`config.mk`:
```
export PLATFORM = sky130hd
export DESIGN_NAME = multicycle_controller
export DESIGN_NICKNAME = d
export VERILOG_FILES = /design/src/rtl/multicycle_controller_pkg.sv /design/src/rtl/multicycle_controller_aludec.sv /design/src/rtl/multicycle_controller.sv
export SDC_FILE = /design/constraint.sdc
export NUM_CORES = 1
export LEC_CHECK = 0
export ABC_AREA = 1
export BUFFER_PORTS_ARGS = -buffer_cell sky130_fd_sc_hd__buf_2
export CORE_MARGIN = 2
export CORE_UTILIZATION = 48
export DETAILED_ROUTE_END_ITERATION = 8
export PLACE_DENSITY_LB_ADDON = 0.25
export SLEW_MARGIN = 20
export SYNTH_ARGS = -nofsm -noshare
export SYNTH_HDL_FRONTEND = slang
export SYNTH_SLANG_ARGS = --single-unit
```
`constraint.sdc`:
```
create_clock -name clk -period 1.45 [get_ports clk]
set_input_delay 0.0725 -clock clk [delete_from_list [all_inputs] [get_ports clk]]
set_output_delay 0.0725 -clock clk [all_outputs]
set_load 0.01 [all_outputs]
```
`src/rtl/multicycle_controller_pkg.sv`:
```
// Shared encodings for the multicycle MIPS controller: states, opcodes,
// funct fields and datapath select codes.
package multicycle_controller_pkg;

    typedef enum logic [3:0] {
        S_FETCH  = 4'd0,
        S_DECODE = 4'd1,
        S_MEMADR = 4'd2,
        S_MEMRD  = 4'd3,
        S_MEMWB  = 4'd4,
        S_MEMWR  = 4'd5,
        S_EXEC   = 4'd6,
        S_ALUWB  = 4'd7,
        S_BRANCH = 4'd8,
        S_IMMEX  = 4'd9,
        S_IMMWB  = 4'd10,
        S_JUMP   = 4'd11
    } state_t;

    typedef enum logic [2:0] {
        ALUOP_ADD   = 3'd0,
        ALUOP_SUB   = 3'd1,
        ALUOP_AND   = 3'd2,
        ALUOP_OR    = 3'd3,
        ALUOP_FUNCT = 3'd4
    } aluop_t;

    localparam logic [5:0] OP_RTYPE = 6'b000000;
    localparam logic [5:0] OP_LW    = 6'b100011;
    localparam logic [5:0] OP_SW    = 6'b101011;
    localparam logic [5:0] OP_BEQ   = 6'b000100;
    localparam logic [5:0] OP_BNE   = 6'b000101;
    localparam logic [5:0] OP_ADDI  = 6'b001000;
    localparam logic [5:0] OP_ANDI  = 6'b001100;
    localparam logic [5:0] OP_ORI   = 6'b001101;
    localparam logic [5:0] OP_LUI   = 6'b001111;
    localparam logic [5:0] OP_J     = 6'b000010;

    localparam logic [5:0] FN_ADD = 6'b100000;
    localparam logic [5:0] FN_SUB = 6'b100010;
    localparam logic [5:0] FN_AND = 6'b100100;
    localparam logic [5:0] FN_OR  = 6'b100101;
    localparam logic [5:0] FN_SLT = 6'b101010;
    localparam logic [5:0] FN_NOR = 6'b100111;

    localparam logic [3:0] ALU_ADD = 4'b0010;
    localparam logic [3:0] ALU_SUB = 4'b0110;
    localparam logic [3:0] ALU_AND = 4'b0000;
    localparam logic [3:0] ALU_OR  = 4'b0001;
    localparam logic [3:0] ALU_SLT = 4'b0111;
    localparam logic [3:0] ALU_NOR = 4'b1100;

    localparam logic [1:0] SRCB_RT    = 2'b00;
    localparam logic [1:0] SRCB_FOUR  = 2'b01;
    localparam logic [1:0] SRCB_IMM   = 2'b10;
    localparam logic [1:0] SRCB_IMMSH = 2'b11;

    localparam logic [1:0] IMM_SIGN  = 2'b00;
    localparam logic [1:0] IMM_ZERO  = 2'b01;
    localparam logic [1:0] IMM_UPPER = 2'b10;

    localparam logic [1:0] PC_ALU    = 2'b00;
    localparam logic [1:0] PC_ALUOUT = 2'b01;
    localparam logic [1:0] PC_JUMP   = 2'b10;

endpackage

```
`src/rtl/multicycle_controller_aludec.sv`:
```
// ALU decoder: maps an operation class (or the R-type funct field) to the
// ALU control code and reports whether the funct field is supported.
module mc_aludec
    import multicycle_controller_pkg::*;
#(
    parameter int EXT_ISA = 1
) (
    input  aluop_t      aluop,
    input  logic [5:0]  funct,
    output logic [3:0]  alucontrol,
    output logic        funct_legal
);

    logic [3:0] funct_ctl;

    always_comb begin
        funct_legal = 1'b1;
        funct_ctl   = ALU_ADD;
        case (funct)
            FN_ADD:  funct_ctl = ALU_ADD;
            FN_SUB:  funct_ctl = ALU_SUB;
            FN_AND:  funct_ctl = ALU_AND;
            FN_OR:   funct_ctl = ALU_OR;
            FN_SLT:  funct_ctl = ALU_SLT;
            FN_NOR: begin
                funct_ctl   = ALU_NOR;
                funct_legal = (EXT_ISA != 0);
            end
            default: funct_legal = 1'b0;
        endcase
    end

    always_comb begin
        case (aluop)
            ALUOP_SUB:   alucontrol = ALU_SUB;
            ALUOP_AND:   alucontrol = ALU_AND;
            ALUOP_OR:    alucontrol = ALU_OR;
            ALUOP_FUNCT: alucontrol = funct_ctl;
            default:     alucontrol = ALU_ADD;
        endcase
    end

endmodule

```
`src/rtl/multicycle_controller.sv`:
```
// Multicycle MIPS control unit: sequences fetch/decode/execute/memory/
// writeback for a shared-ALU datapath and counts retired instructions.
//
// state  | meaning
// FETCH  | read instruction at PC, PC += 4 when memory is ready
// DECODE | compute branch target, dispatch on opcode
// MEMADR | compute load/store address
// MEMRD  | load data read, waits on mem_ready
// MEMWB  | write load data to rt
// MEMWR  | store write, waits on mem_ready
// EXEC   | R-type ALU operation
// ALUWB  | write ALU result to rd
// BRANCH | compare operands, conditionally take branch
// IMMEX  | immediate ALU operation
// IMMWB  | write ALU result to rt
// JUMP   | load jump target into PC
module multicycle_controller
    import multicycle_controller_pkg::*;
#(
    parameter int EXT_ISA  = 1,
    parameter int RETIRE_W = 32
) (
    input  logic                clk,
    input  logic                reset,
    input  logic [5:0]          op,
    input  logic [5:0]          funct,
    input  logic                zero,
    input  logic                mem_ready,
    output logic                iord,
    output logic                irwrite,
    output logic                memwrite,
    output logic                memtoreg,
    output logic                regdst,
    output logic                regwrite,
    output logic                alusrca,
    output logic [1:0]          alusrcb,
    output logic [1:0]          immtype,
    output logic [1:0]          pcsrc,
    output logic                pcen,
    output logic [3:0]          alucontrol,
    output logic                illegal_op,
    output logic [RETIRE_W-1:0] retired,
    output logic [3:0]          state_dbg
);

    localparam bit EXT = (EXT_ISA != 0);

    state_t     state;
    state_t     decode_next;
    aluop_t     aluop;
    logic [3:0] alu_ctl;
    logic       funct_legal;
    logic       alu_used;
    logic       retire;

    mc_aludec #(.EXT_ISA(EXT_ISA)) u_aludec (
        .aluop       (aluop),
        .funct       (funct),
        .alucontrol  (alu_ctl),
        .funct_legal (funct_legal)
    );

    always_comb begin
        decode_next = S_FETCH;
        case (op)
            OP_RTYPE:                         decode_next = funct_legal ? S_EXEC : S_FETCH;
            OP_LW, OP_SW:                     decode_next = S_MEMADR;
            OP_BEQ:                           decode_next = S_BRANCH;
            OP_BNE:                           decode_next = EXT ? S_BRANCH : S_FETCH;
            OP_ADDI, OP_ANDI, OP_ORI, OP_LUI: decode_next = S_IMMEX;
            OP_J:                             decode_next = S_JUMP;
            default:                          decode_next = S_FETCH;
        endcase
    end

    always_comb begin
        case (state)
            S_MEMWR:                                     retire = mem_ready;
            S_MEMWB, S_ALUWB, S_BRANCH, S_IMMWB, S_JUMP: retire = 1'b1;
            default:                                     retire = 1'b0;
        endcase
    end

    always_ff @(posedge clk or posedge reset) begin
        if (reset) begin
            state   <= S_FETCH;
            retired <= '0;
        end else begin
            if (retire)
                retired <= retired + RETIRE_W'(1);
            case (state)
                S_FETCH:  if (mem_ready) state <= S_DECODE;
                S_DECODE: state <= decode_next;
                S_MEMADR: state <= (op == OP_SW) ? S_MEMWR : S_MEMRD;
                S_MEMRD:  if (mem_ready) state <= S_MEMWB;
                S_MEMWR:  if (mem_ready) state <= S_FETCH;
                S_EXEC:   state <= S_ALUWB;
                S_IMMEX:  state <= S_IMMWB;
                default:  state <= S_FETCH;
            endcase
        end
    end

    // ALU operation class and immediate format; alucontrol is 0 where unused.
    always_comb begin
        aluop    = ALUOP_ADD;
        alu_used = 1'b0;
        immtype  = IMM_SIGN;
        case (state)
            S_FETCH, S_DECODE, S_MEMADR: alu_used = 1'b1;
            S_EXEC: begin
                alu_used = 1'b1;
                aluop    = ALUOP_FUNCT;
            end
            S_BRANCH: begin
                alu_used = 1'b1;
                aluop    = ALUOP_SUB;
            end
            S_IMMEX: begin
                alu_used = 1'b1;
                case (op)
                    OP_ANDI: begin aluop = ALUOP_AND; immtype = IMM_ZERO;  end
                    OP_ORI:  begin aluop = ALUOP_OR;  immtype = IMM_ZERO;  end
                    OP_LUI:  begin aluop = ALUOP_OR;  immtype = IMM_UPPER; end
                    default: begin aluop = ALUOP_ADD; immtype = IMM_SIGN;  end
                endcase
            end
            default: ;
        endcase
    end

    assign alucontrol = alu_used ? alu_ctl : 4'b0000;
    assign state_dbg  = state;
    assign illegal_op = (state == S_DECODE) && (decode_next == S_FETCH);

    always_comb begin
        iord     = 1'b0;
        irwrite  = 1'b0;
        memwrite = 1'b0;
        memtoreg = 1'b0;
        regdst   = 1'b0;
        regwrite = 1'b0;
        alusrca  = 1'b0;
        alusrcb  = SRCB_RT;
        pcsrc    = PC_ALU;
        pcen     = 1'b0;
        case (state)
            S_FETCH: begin
                alusrcb = SRCB_FOUR;
                irwrite = mem_ready;
                pcen    = mem_ready;
            end
            S_DECODE: alusrcb = SRCB_IMMSH;
            S_MEMADR: begin
                alusrca = 1'b1;
                alusrcb = SRCB_IMM;
            end
            S_MEMRD: iord = 1'b1;
            S_MEMWB: begin
                memtoreg = 1'b1;
                regwrite = 1'b1;
            end
            S_MEMWR: begin
                iord     = 1'b1;
                memwrite = 1'b1;
            end
            S_EXEC: alusrca = 1'b1;
            S_ALUWB: begin
                regdst   = 1'b1;
                regwrite = 1'b1;
            end
            S_BRANCH: begin
                alusrca = 1'b1;
                pcsrc   = PC_ALUOUT;
                pcen    = (EXT && op == OP_BNE) ? ~zero : zero;
            end
            S_IMMEX: begin
                alusrca = 1'b1;
                alusrcb = SRCB_IMM;
            end
            S_IMMWB: regwrite = 1'b1;
            S_JUMP: begin
                pcsrc = PC_JUMP;
                pcen  = 1'b1;
            end
            default: ;
        endcase
    end

endmodule

```
== Word level (Yosys, flattened, before mapping) ==
Index checks and enable logic that the tools add are counted.
W data, S select, Z words.
Word-level totals
  register bits: 36
  input bits: 16
  output and inout bits: 55
  word-level logic and storage cells: 82
Operators by class
  add/sub/neg operators: 1
  equality and inequality tests: 33
  mux-type cells: 28
  bitwise logic cells: 1
  reductions and logical operators: 17
Operators with widths (count)
  $eq A6 B6 Y1 const B: 8
  $pmux W4 S5: 2
  $add A32 B1 Y32 const B: 1
  $pmux W4 S7: 1
  $eq A6 B4 Y1 const B: 4
  $eq A4 B3 Y1 const B: 4
  $eq A4 B4 Y1 const B: 4
  $mux W4: 4
  $pmux W4 S4: 1
  $eq A6 B3 Y1 const B: 2
  $pmux W2 S2: 3
  $reduce_or A2 Y1: 6
  $reduce_or A6 Y1: 2
  $mux W1: 10
  $pmux W3 S3: 1
  $eq A4 B2 Y1 const B: 2
  $logic_not A4 Y1: 2
  $reduce_or A4 Y1: 2
  $eq A3 B2 Y1 const B: 2
  $eq A6 B2 Y1 const B: 1
  $logic_not A6 Y1: 1
  $mux W3: 2
  $ne A2 B2 Y1 const B: 3
  $pmux W2 S3: 1
  11 further kinds: 11

== Depth between registers and ports, before layout ==
  depth in word-level cells: 7
  depth in mapped cells: 11
  gate-level depth less buffers: 11

== Hierarchy ==
A second synthesis with hierarchy kept.
Unflattened totals
  cells, all modules: 512
  area total of the unflattened synthesis: 3009.1 um^2
Modules (own cells, without submodules)
  multicycle_controller: times used 1, cells an instance 472, area each 2835.2 um^2, sequential area each 900.9 um^2
  mc_aludec: times used 1, cells an instance 40, area each 173.9 um^2, sequential area each 0.0 um^2

== Worst setup path before layout ==
Ideal clock, no wire load.
  kind: register -> register
  from: register retired[0]
  to: register retired[18]
  setup time: 0.126 ns
  arrival time: 1.374 ns
  required time: 1.324 ns
  setup slack: -0.050 ns
  cell stages (with the launch flop): 8
  path buffers: 0
  clock period less this slack: 1.500 ns
  cell sequence: dfrtp_1 -> ha_1 -> nand2_1 -> nor2_2 -> inv_1 -> nor3_2 -> nand3_1 -> xnor2_1
On the way
  word-level cells in the longest chain between the ends: 1
Ends and longest elaborated chain
  start, declared: line multicycle_controller.sv:42  | output logic [RETIRE_W-1:0] retired,
  start signal, assigned: line multicycle_controller.sv:90  | retired <= retired + RETIRE_W'(1);
  $add A32 B1 Y32: line multicycle_controller.sv:90
No other way between the ends.
A chain may end at the register's enable or synchronous reset.

== Final worst setup path ==
  from: register state[0] (netlist: state_dbg[0])
  to: output alucontrol[1]
On the way
  word-level cells in the longest chain between the ends: 5
  elaborated cells between the ends (all ways): 15
  classes of those cells: 9 x eq/ne; 4 x mux; 2 x reduce/logical
Ends and longest elaborated chain
  start, declared: line multicycle_controller.sv:48  | state_t state;
  start signal, assigned: line multicycle_controller.sv:93  | S_DECODE: state <= decode_next;
  start signal, assigned: line multicycle_controller.sv:94  | S_MEMADR: state <= (op == OP_SW) ? S_MEMWR : S_MEMRD;
  $eq A4 B4 Y1 / $eq A4 B3 Y1 (equally long branches): line multicycle_controller.sv:109  | case (state)
  $pmux W3 S3: line multicycle_controller.sv:109
  $eq A3 B3 Y1, or another cell as far along: line multicycle_controller_aludec.sv:34  | case (aluop)
  $pmux W4 S4: line multicycle_controller_aludec.sv:34
  $mux W4 *: line multicycle_controller.sv:132  | assign alucontrol = alu_used ? alu_ctl : 4'b0000;
  end, declared: line multicycle_controller.sv:40  | output logic [3:0] alucontrol,
Mark *: on every way between the ends. The rest lies on a longest branch, timed or not.

==> impl.org <==
** Status
- Run status :: complete, but fails checks
- The checks that failed: setup timing.

** Yosys
- Share of the yosys chip area belonging to registers :: 33.9%
- The synthesized netlist occupies a cell area of about 2700 µm².
- Post-Synthesis Net Count :: approximately 430
- Syn Area/Cell :: between 6 and 7 µm²
- The Yosys step of the flow raised 0 warnings.
- Unique masters post-synth :: 27
- Cells after Synth :: 414
- After synthesis the netlist holds a flip-flop and latch count of 36.

** Placement
- The HPWL after detailed placement is 5800 µm.
- At the placement stage, the worst setup path has a slack of -131 ps.
- Routability-driven placement finished with a final weighted congestion of 0.931.
- In this run the tool buffered the top-level ports with 70 buffer cells.
- Placed cell area :: 3480 µm²

** Timing
- At the pin with the least slew margin, the transition time is between 400 and 500 ps.
- Setup repair after global routing could not meet its margin everywhere.
- The total count of hold-check failures in the final report came to 0.
- Static timing analysis puts the maximum clock frequency at around 590 MHz.
- Max transition margin :: 69.0%
- Share of the clock period used by the worst path :: 117%
- Subtracting the final worst setup slack from the clock period gives 1700 ps.
- Setup violations remaining at the end of the flow were counted as 48.
- Final setup slack of the worst path :: -247 ps
- The max-slew violation count is 0.
- Worst hold-check slack :: 210 ps
- Clock tree skew after final layout :: 5.17 ps

** Route
- Summing over every cut layer, the via total after detailed routing is 3183.
- Number of optimization iterations in the first detailed-route pass :: 4
- Remaining number of nets flagged by the antenna check after routing :: 0
- WL per Instance :: 13.7 µm
- Dividing the detail-routed via count by the number of cells gives between 5 and 6.
- Detailed-route wire length :: 8630 µm
- The detailed router finished its first iteration with 155 violations.
- In the routed design, unresolved DRC markers number 0.

** Die
- In this run the count of I/O pins placed on the die edge is 71.
- Overall die height :: 78.4 µm
- Total number of placement rows :: 27
- Area enclosed by the die boundary :: 6140 µm²
- The floorplan step set the die width to 78.4 µm.
- The initial utilization of the core area, before any placement, comes to 49.1%.
- The core region is about 5400 µm².

** Setup path
- The worst register-to-register path begins at state_dbg[1].
- Worst path cell trace :: inv_2 -> nand2_2 -> inv_2 -> nand2_2 -> o21ai_2 -> o22ai_1 -> a31oi_1 -> buf_2
- The critical path starts at state_dbg[0].
- Setup slack on the worst reg-to-reg path comes out at -210 ps.
- Number of cells on the worst reg-to-reg path :: 10
- Data arrives at the worst endpoint at 1620 ps.
- CP max stage delay :: approximately 460 ps
- Largest fanout on the critical path :: 4
- For this design, the slowest cell found on the critical path is dfrtp_2.
- Worst setup SP type :: flip-flop
- Category of the most critical setup path :: flip-flop to output port
- STA classifies the critical path endpoint as an output port.
- In this run the worst setup path terminates at alucontrol[1].
- Capture point of the worst reg-to-reg path :: retired[30]
- Data on the critical path is required at its endpoint by 1380 ps.

** Power and ir drop
- The analysis attributes to cell leakage a power of 2.23 nW.
- In this run the power density over the cells is 1140 nW/µm².
- IR analysis of the VDD net gives a maximum drop of 0.832 mV.

** Clock network
- The clock reaches the later pin of the worst-skew pair after 280 ps.
- Clock tree synthesis selected as its root buffer the cell clkbuf_8.
- Number of buffers inserted during clock tree synthesis :: 5
- TritonCTS built the clock tree.
- Clk pin slew, worst setup/hold paths :: 70 ps
- No sink is reached through more buffers than the 2 on the longest clock path.
- Total number of clock tree sinks :: 36
- CTS built an H-tree with a depth of 2.

** Layout
- Finished Cell Area :: 4090 µm²
- After the last flow step, the layout net total stands at 575.
- Number of antenna diodes :: 0
- The top cell types in the final layout, fill and taps aside, are 132 x nand2_1, 63 x buf_2, 50 x buf_4.
- Most common cell after layout, fill and taps aside :: nand2_1
- The layout has 438 filler cells.
- Layout area overhead :: 54.2%
- The post-route netlist has 40.7% of its cells at a drive strength greater than 1.

** Global routing
- Antenna violations before repair :: 0
- Largest net degree at the start of global routing :: 37
- The via count of the first global-routing pass came to 2884.
- Wire length of the first global-routing pass :: roughly 13000 µm
- Gr ovfl total :: 0
- Overall global routing resource usage :: roughly 26%

** Worst hold path
- Min-Delay Path Depth :: 4
- Hold crit path type :: primary input to flip-flop

** Flow run
- Max-cap viol count :: 0
[logic make-up after synthesis]
group | share of synthesized area, %
flip-flops | 33.9
AO/OA/AOI/OAI | 2.40
AND/OR/NAND/NOR | 47.6
XOR/XNOR | 6.60
buffers and inverters | 8.96
adder cells (fa/ha/maj) | 0.471
[worst min path at each step]
stage,from,to,slack (ps)
floorplan,op[1],immtype[0],200
global placement,reset,retired[13],200
detailed placement,reset,retired[15],200
CTS,mem_ready,state_dbg[2],170
global route,mem_ready,state_dbg[1],230
finish,mem_ready,state_dbg[2],210
[where the power goes]
part	switching [W]	total [W]	internal [W]
Combinational	0.00135	0.00265	0.00130
Sequential	0.000123	0.00123	0.00111
Clock	0.000360	0.000784	0.000424
Total	0.00183	0.00467	0.00283
[per-layer routing]
layer	vias up	routed length (µm)	global-route usage, %
li1	1567	-	-
met1	1482	3540	32.8
met2	112	4470	45.8
met3	22	408	3.68
met4	0	209	5.96
met5	-	0	0
[critical path, delay by kind of cell, from the launching register on]
kind	cells	cell delay, ps
AO/OA/AOI/OAI	3	360
buffers and inverters	3	360
flip-flops	1	460
AND/OR/NAND/NOR	2	160
[Yosys cell counts]
master,number,area (µm²)
xor2_1,9,78.8
buf_2,1,5.00
nor2_4,4,45.0
a21oi_1,2,10.0
o22ai_1,1,6.26
dfrtp_1,36,901
and2_1,1,6.26
nand3b_1,10,75.1
nand4_1,8,50.1
nand2_4,1,11.3
o21ai_0,7,35.0
nand3_1,25,125
inv_1,50,188
and3_1,1,6.26
nor4_1,1,6.26
nand2_1,161,604
inv_2,3,11.3
nor2_2,6,37.5
nor3_1,6,30.0
xnor2_1,11,96.3
buf_6,3,33.8
a31oi_1,2,12.5
nand3_2,1,10.0
ha_1,1,12.5
nor2_1,58,218
nor3_2,2,20.0
nand2_2,3,18.8
[stage by stage]
step	power (W)	cells	setup TNS (ps)	utilization, %
detailed placement	0.00288	603	-2020	64.3
floorplan	0.00209	414	-4.29	-
finish	0.00467	630	-5450	75.7
global placement	0.00286	603	-1610	64.3
CTS	0.00421	622	-3750	70.0
global route	0.00490	630	-8620	75.7
[registers in the layout, summed over array words and instances, names as in the netlist]
register	cells
state_dbg	4
retired	32
[layout make-up]
type / count / area (µm²) / share of cell area (%)
clock buffer: 7 / 96.3 / 2.35
inverter: 53 / 206 / 5.05
multi-input combinational: 322 / 1750 / 42.8
sequential: 36 / 905 / 22.1
tap: 72 / 90.1 / 2.20
timing repair buffer: 140 / 1040 / 25.5
[timing repair]
item / 4_1_cts / 5_1_grt
cloned: 1 / 1
pin swaps: 14 / 21
resized for setup: 34 / 74
hold buffers: 1 / 0
hold endpoints to repair: 36 / 0
buffers inserted: 10 / 10
setup endpoints to repair: 40 / 52
Note: power is estimated with default switching activity, not from simulation.
